[src/rtl/operand_fetch_seq.sv]
// Operand-fetch sequencer: resolves two operand pointers through a shared constant LUT
// and one shared register-file read port. `define OPERAND_REUSE_EN to skip re-reading the same register for B.
module operand_fetch_seq #(
  parameter int DATA_W = 8,
  parameter int PTR_W  = 5,
  parameter int TAG_W  = 4
) (
  input  logic              Clk,
  input  logic              Reset,
  input  logic              flush,
  input  logic              in_valid,
  output logic              in_ready,
  input  logic [PTR_W-1:0]  in_ptr_a,
  input  logic [PTR_W-1:0]  in_ptr_b,
  input  logic [TAG_W-1:0]  in_tag,
  output logic [PTR_W-1:0]  lut_ptr,
  input  logic [DATA_W-1:0] lut_constant,
  input  logic              lut_const_flag,
  output logic              rf_re,
  output logic [PTR_W-2:0]  rf_raddr,
  input  logic [DATA_W-1:0] rf_rdata,
  output logic              out_valid,
  input  logic              out_ready,
  output logic [DATA_W-1:0] out_opnd_a,
  output logic [DATA_W-1:0] out_opnd_b,
  output logic [TAG_W-1:0]  out_tag
);

  typedef enum logic [2:0] {
    IDLE   = 3'd0,
    A_SEL  = 3'd1,
    A_WAIT = 3'd2,
    B_SEL  = 3'd3,
    B_WAIT = 3'd4,
    OUT    = 3'd5
  } state_t;

  state_t           state;
  logic [PTR_W-1:0] ptr_a;
  logic [PTR_W-1:0] ptr_b;
  logic             accept;
  logic             sel_phase;
  logic             reuse_b;
`ifdef OPERAND_REUSE_EN
  logic             a_is_reg;
`endif

  // B can reuse A's register value only when both resolved to the same register.
`ifdef OPERAND_REUSE_EN
  assign reuse_b = (state == B_SEL) && !lut_const_flag && a_is_reg && (ptr_b == ptr_a);
`else
  assign reuse_b = 1'b0;
`endif

  always_comb begin
    // NOTE: every combinational output gets a default first so no path infers a latch.
    in_ready  = 1'b0;
    lut_ptr   = '0;
    rf_re     = 1'b0;
    rf_raddr  = '0;
    sel_phase = 1'b0;
    if (!Reset && !flush) begin
      in_ready = (state == IDLE) || ((state == OUT) && out_ready);
    end
    if (!Reset) begin
      case (state)
        A_SEL: begin
          lut_ptr   = ptr_a;
          sel_phase = 1'b1;
        end
        B_SEL: begin
          lut_ptr   = ptr_b;
          sel_phase = 1'b1;
        end
        default: begin
          lut_ptr   = '0;
          sel_phase = 1'b0;
        end
      endcase
    end
    // The LUT decides constant vs register; the pointer MSB is never decoded here.
    rf_re = sel_phase && !lut_const_flag && !reuse_b;
    if (rf_re) begin
      rf_raddr = lut_ptr[PTR_W-2:0];
    end
  end

  assign accept = in_valid && in_ready;

  // NOTE: sequential state uses non-blocking assignments so every register samples pre-edge values.
  always_ff @(posedge Clk) begin
    if (Reset) begin
      state      <= IDLE;
      ptr_a      <= '0;
      ptr_b      <= '0;
      out_valid  <= 1'b0;
      out_opnd_a <= '0;
      out_opnd_b <= '0;
      out_tag    <= '0;
`ifdef OPERAND_REUSE_EN
      a_is_reg   <= 1'b0;
`endif
    end else if (flush) begin
      state     <= IDLE;
      out_valid <= 1'b0;
    end else begin
      case (state)
        IDLE: begin
          state <= IDLE;
        end
        A_SEL: begin
          if (lut_const_flag) begin
            out_opnd_a <= lut_constant;
            state      <= B_SEL;
          end else begin
            state      <= A_WAIT;
          end
`ifdef OPERAND_REUSE_EN
          a_is_reg <= !lut_const_flag;
`endif
        end
        A_WAIT: begin
          out_opnd_a <= rf_rdata;
          state      <= B_SEL;
        end
        B_SEL: begin
          if (lut_const_flag) begin
            out_opnd_b <= lut_constant;
            out_valid  <= 1'b1;
            state      <= OUT;
          end else if (reuse_b) begin
            out_opnd_b <= out_opnd_a;
            out_valid  <= 1'b1;
            state      <= OUT;
          end else begin
            state      <= B_WAIT;
          end
        end
        B_WAIT: begin
          out_opnd_b <= rf_rdata;
          out_valid  <= 1'b1;
          state      <= OUT;
        end
        OUT: begin
          if (out_ready) begin
            out_valid <= 1'b0;
            state     <= IDLE;
          end
        end
        default: begin
          out_valid <= 1'b0;
          state     <= IDLE;
        end
      endcase
      // A new accept (from IDLE or back-to-back from OUT) overrides the transition above.
      if (accept) begin
        ptr_a   <= in_ptr_a;
        ptr_b   <= in_ptr_b;
        out_tag <= in_tag;
        state   <= A_SEL;
      end
    end
  end

endmodule

[config.mk]
export PLATFORM = sky130hd
export DESIGN_NAME = operand_fetch_seq
export DESIGN_NICKNAME = d
export VERILOG_FILES = /design/src/rtl/operand_fetch_seq.sv
export SDC_FILE = /design/constraint.sdc
export NUM_CORES = 1
export LEC_CHECK = 0
export BUFFER_PORTS_ARGS = -buffer_cell sky130_fd_sc_hd__buf_2
export CAP_MARGIN = 30
export CORE_UTILIZATION = 47
export CTS_CLUSTER_SIZE = 28
export DETAILED_ROUTE_END_ITERATION = 8
export GPL_TIMING_DRIVEN = 0
export MAX_ROUTING_LAYER = met4
export PLACE_DENSITY = 0.88
export RECOVER_POWER = 25
export SLEW_MARGIN = 20
export SYNTH_ARGS = -nofsm -noshare
export SYNTH_HDL_FRONTEND = slang
export SYNTH_SLANG_ARGS = --single-unit
[constraint.sdc]
create_clock -name Clk -period 2.2 [get_ports Clk]
set_input_delay 0.33 -clock Clk [delete_from_list [all_inputs] [get_ports Clk]]
set_output_delay 0.33 -clock Clk [all_outputs]
set_load 0.03 [all_outputs]
# Word level (Yosys, flattened, before mapping)
# Cells that the tools add are included.
# classes
addsub	0
n_mul	0
n_div	0
n_lt_le_gt_ge	0
n_eq_ne	9
shift	0
mux	17
bitwise	2
reduce_logical	19
# ops
cell	count
$pmux 8 s2	2
$pmux 3 s5	1
$pmux 5 s2	1
$reduce_and 3->1	3
$mux 1	8
$mux 8	1
$eq 3x2->1 const B	2
$eq 3x3->1 const B	2
$ne 2x2->1 const B	3
$reduce_or 3->1	2
$mux 5	1
$logic_and 1x1->1	4
$mux 4	1
$pmux 1 s4	1
$reduce_bool 2->1	2
$reduce_or 2->1	2
$eq 3x1->1 const B	1
$logic_not 1->1	3
$logic_not 3->1	1
$mux 3	1
$ne 3x3->1 const B	1
$not 1->1	2
$reduce_and 2->1	1
$logic_or 1x1->1	1
# totals
ff_bits	34
latchBits	0
ram_bits	0
romBits	0
wordCells	55
n_memories	0

# Longest topological paths before layout
# logic_depth
word_depth	6
depth_mapped	7

# Worst setup path before layout
# No wires, ideal clock.
# synth_timing
kind	input-to-output
from	input Reset
to	output in_ready
arrival_time_ns	2.271
required_ns	1.870
setup_slack_ns	-0.401
stages	3
cell_sequence	or2_1 -> buf_2 -> a2111oi_0
# synth_via
elab_chain_len	3
# synth_lines
element	line	source
start: declaration	9	input logic Reset,
$logic_not 1->1	-	
$logic_and 1x1->1	62	if (!Reset && !flush) begin
$mux 1	62	
end: declaration	12	output logic in_ready,
# No other way between the ends.

# Final worst setup path
# layout_timing
from	register state[2]
to	output rf_raddr[3]
# layout_via
elab_chain_len	6
# layout_lines
element	line	source
start: declaration	38	state_t state;
start signal: assignment	93	state <= IDLE;
start signal: assignment	104	state <= IDLE;
start signal: assignment	109	state <= IDLE;
$eq 3x2->1 / $eq 3x1->1 (equally long branches)	66	case (state)
$reduce_or 2->1 (no line)	-	
$mux 1	66	
$mux 1	65	if (!Reset) begin
$logic_and 1x1->1	82	rf_re = sel_phase && !lut_const_flag && !reuse_b;
$mux 4 (*)	83	if (rf_re) begin
end: declaration	20	output logic [PTR_W-2:0] rf_raddr,
# Mark *: on every way between the ends. The rest lies on a longest branch, timed or not.

==> flow_summary_export.csv <==
group,metric,value,unit
timing,fmax,477,MHz
worst_hold_path,min_path_type,"in -> reg",
timing,setup_viol,0,
die,die_y,61.4,µm
timing,fin_tns_setup,0,ns
die,start_util,0.493,
clocking,holdBufCountCts,0,
run,maxCapViolCount,0,
pwr,p_int,0.869,mW
global_route,grt_first_pass_wirelength,6000,µm
yosys,yosysSeqAreaShare,0.411,
drt,top_layer,"met4",
yosys,synth_area_leader_cell,"dfxtp_1",
pwr,power_density,576,nW/µm²
outcome,outcome,"finished, final reports clean",
place,portBuffers,67,
final_layout,area_growth,28.4,%
critical_path,path_class,"reg -> out",
yosys,ys_warn_count,0,
clocking,htree_num_levels,2,
place,dp_hpwl,2920,µm
final_layout,fin_cells,312,
final_layout,final_cell_area,2130,µm²
drt,ant_nets,0,
critical_path,crit_family,"simple AND/OR/NAND/NOR gates",
final_layout,drive_above_1_share,0.312,
global_route,grt.total_usage,0.231,
pwr,leakage,0.813,nW
clocking,clk_latency,0.35,ns
drt,drt_pass1_iterations,4,
yosys,synthArstFlopShare,0,
critical_path,crit_cells,6,
worst_hold_path,holdPathStages,3,
timing,slew_violations,0,
place,gp_congestion,0.930,
critical_path,critPathSlowestCell,"dfxtp_1",
pwr,fin_total_pwr,1.23,mW
global_route,grt_pass1_vias,1379,
timing,post-route-min-period,2.10,ns
critical_path,crit_path_max_incr_delay,0.31,ns
critical_path,startpoint_type,"flop",
clocking,cts.clk_slew.worst_paths,0.11,ns
critical_path,cp-end-kind,"output pin",
clocking,clockBufferDepth,2,
yosys,synthFlopType,"dfxtp_1",
drt,drt-met1-wl,1820,µm
yosys,yosysMostFrequentCell,"dfxtp_1",
global_route,overflow,0,
pwr,vdd_drop_max,0.432,mV
clocking,cts_buffers,5,
yosys,synth_edf_count,0,
drt,viasPerCell,5.05,
timing,tightest_slew,0.495,ns
drt,vias,1576,
clocking,cts_tree,"done",
final_layout,diodes,0,
drt,drtIter0Drc,87,
pwr,power.switching,0.357,mW
die,core_area,3360,µm²
yosys,synth.avg_cell_area,8.73,µm²
yosys,synthTopCellsByCount,"34 x dfxtp_1, 31 x nand2_1, 26 x a21oi_1, 20 x mux2i_1, 20 x nor2_1",
clocking,ctsRootBufferMaster,"clkbuf_4",
pwr,pwr-share-clk,0.309,
place,placed_area,2060,µm²
drt,wl,3920,µm
critical_path,critPathMaxFanout,7,
timing,period_share,0.954,
timing,holdWs,0.202,ns
global_route,antenna_found_initial,0,
timing,finalHoldViolCount,0,
pwr,swShare,0.291,
timing,fin_skew,0.0113,ns
clocking,clock-sinks,34,
timing,max-slew-margin-rel,0.670,
global_route,grt_start_max_net_pins,18,
die,ios,68,
critical_path,cp_data_arrival_time,1.77,ns
critical_path,crit_chain,"buf_4, and2b_4, nand2b_4, or2_1, nor2_1, buf_2",
yosys,synth.area.top_cells,"dfxtp_1 41%, mux2i_1 12%, a21oi_1 7.8%",
critical_path,required,1.87,ns
pwr,p_seq_frac,0.525,
final_layout,fill_cells,317,
yosys,synth_cells,190,
yosys,synth_top_area_frac,0.411,
die,dieArea,3770,µm²
yosys,synth_cell_type_count,33,
yosys,syn_area,1660,µm²
critical_path,timing.critical_path.buf_inv,2,
pwr,p_comb_frac,0.166,
drt,drc,0,
drt,wl_met2,1870,µm
critical_path,ff2ff_path_depth,6,
final_layout,nNetsFinal,301,
drt,wl_met3,148,µm
place,dp_cells,303,
yosys,ys_ff_latch,34,
drt,wire_per_inst,12.6,µm
die,die_w,61.4,µm
yosys,synth_nets,226,
die,rows,21,
[kinds of logic after synthesis]
kind of cell	count (synthesis)	share of synthesized area
compound gates	52	0.232
buf+inv	18	0.0574
flops	34	0.411
mux	21	0.128
simple gates	64	0.168
xor+xnor	1	0.00528
[per-layer routing]
metal / vias to the layer above / global-route usage
li1: 815 / -
met1: 721 / 0.282
met2: 31 / 0.346
met3: 9 / 0.0756
met4: 0 / 0.102
met5: - / -
[layout by cell type, fill, tap and decap left out, types with 2 or more instances in the layout]
master | Yosys | routed
dfxtp_1 | 34 | 34
a311oi_1 | 7 | 7
nand2_1 | 31 | 31
a211oi_1 | 7 | 7
buf_2 | 4 | 54
nand2b_1 | 4 | 3
a21oi_1 | 26 | 26
or2_1 | 2 | 2
clkbuf_1 | 5 | 20
nor2_1 | 20 | 20
inv_1 | 2 | 2
a21o_1 | 2 | 2
a211oi_2 | 3 | 3
clkbuf_4 | 0 | 5
mux2i_1 | 20 | 20
nor3_1 | 2 | 2
buf_4 | 4 | 8
[registers in the layout, indices dropped and copies added, names as in the netlist]
register,cells
out_tag,4
ptr_b,5
out_valid,1
state,3
out_opnd_b,8
out_opnd_a,8
ptr_a,5
[timing repair]
| action | CTS | global route |
|---|---|---|
| setup buffers | 0 | 2 |
| gates cloned | 0 | 0 |
| endpoints found under the setup margin | 9 | 5 |
| resized for setup | 2 | 5 |
[power by group through the flow]
stage | Sequential (mW) | Clock, mW | Combinational [mW]
2_1_floorplan | 0.678 | 0 | 0.104
3_3_place_gp | 0.657 | 0 | 0.194
3_5_place_dp | 0.658 | 0 | 0.196
4_1_cts | 0.643 | 0.378 | 0.199
5_1_grt | 0.647 | 0.413 | 0.223
6_report | 0.644 | 0.379 | 0.203
[final timing paths]
check	from	endpoint	slack [ns]
max	state[2]$_SDFFE_PP0P_	rf_raddr[3]	0.10
min	in_ptr_a[0]	ptr_a[0]$_SDFFE_PP0P_	0.20
max reg2reg	state[1]$_SDFFE_PP0P_	out_opnd_a[2]$_SDFFE_PP0P_	0.34
min reg2reg	ptr_b[3]$_SDFFE_PP0P_	ptr_b[3]$_SDFFE_PP0P_	0.46
[worst reg2reg max path, delay by kind of cell, from the launching register on]
kind	cells	cell delay, ns
simple gates	2	0.25
compound gates	2	0.61
flops	1	0.32
buf+inv	2	0.60
[layout make-up]
type	instances	area [µm²]	share of cell area
timing repair buffer	69	337	0.158
clock inverter	2	12.5	0.00588
clock buffer	6	51.3	0.0241
sequential	34	681	0.320
buffer	14	80.1	0.0376
tap	46	57.6	0.0270
inverter	3	11.3	0.00529
multi-input combinational	138	898	0.422
[through the flow]
step                      worst slack [ns]   util
final                                0.102  0.633
after global routing              -0.00262  0.633
after CTS                           0.0250  0.632
after detailed placement             0.226  0.612
after global placement               0.251  0.612
after floorplan                      0.235      -
Power figures use the tool's default switching activity.
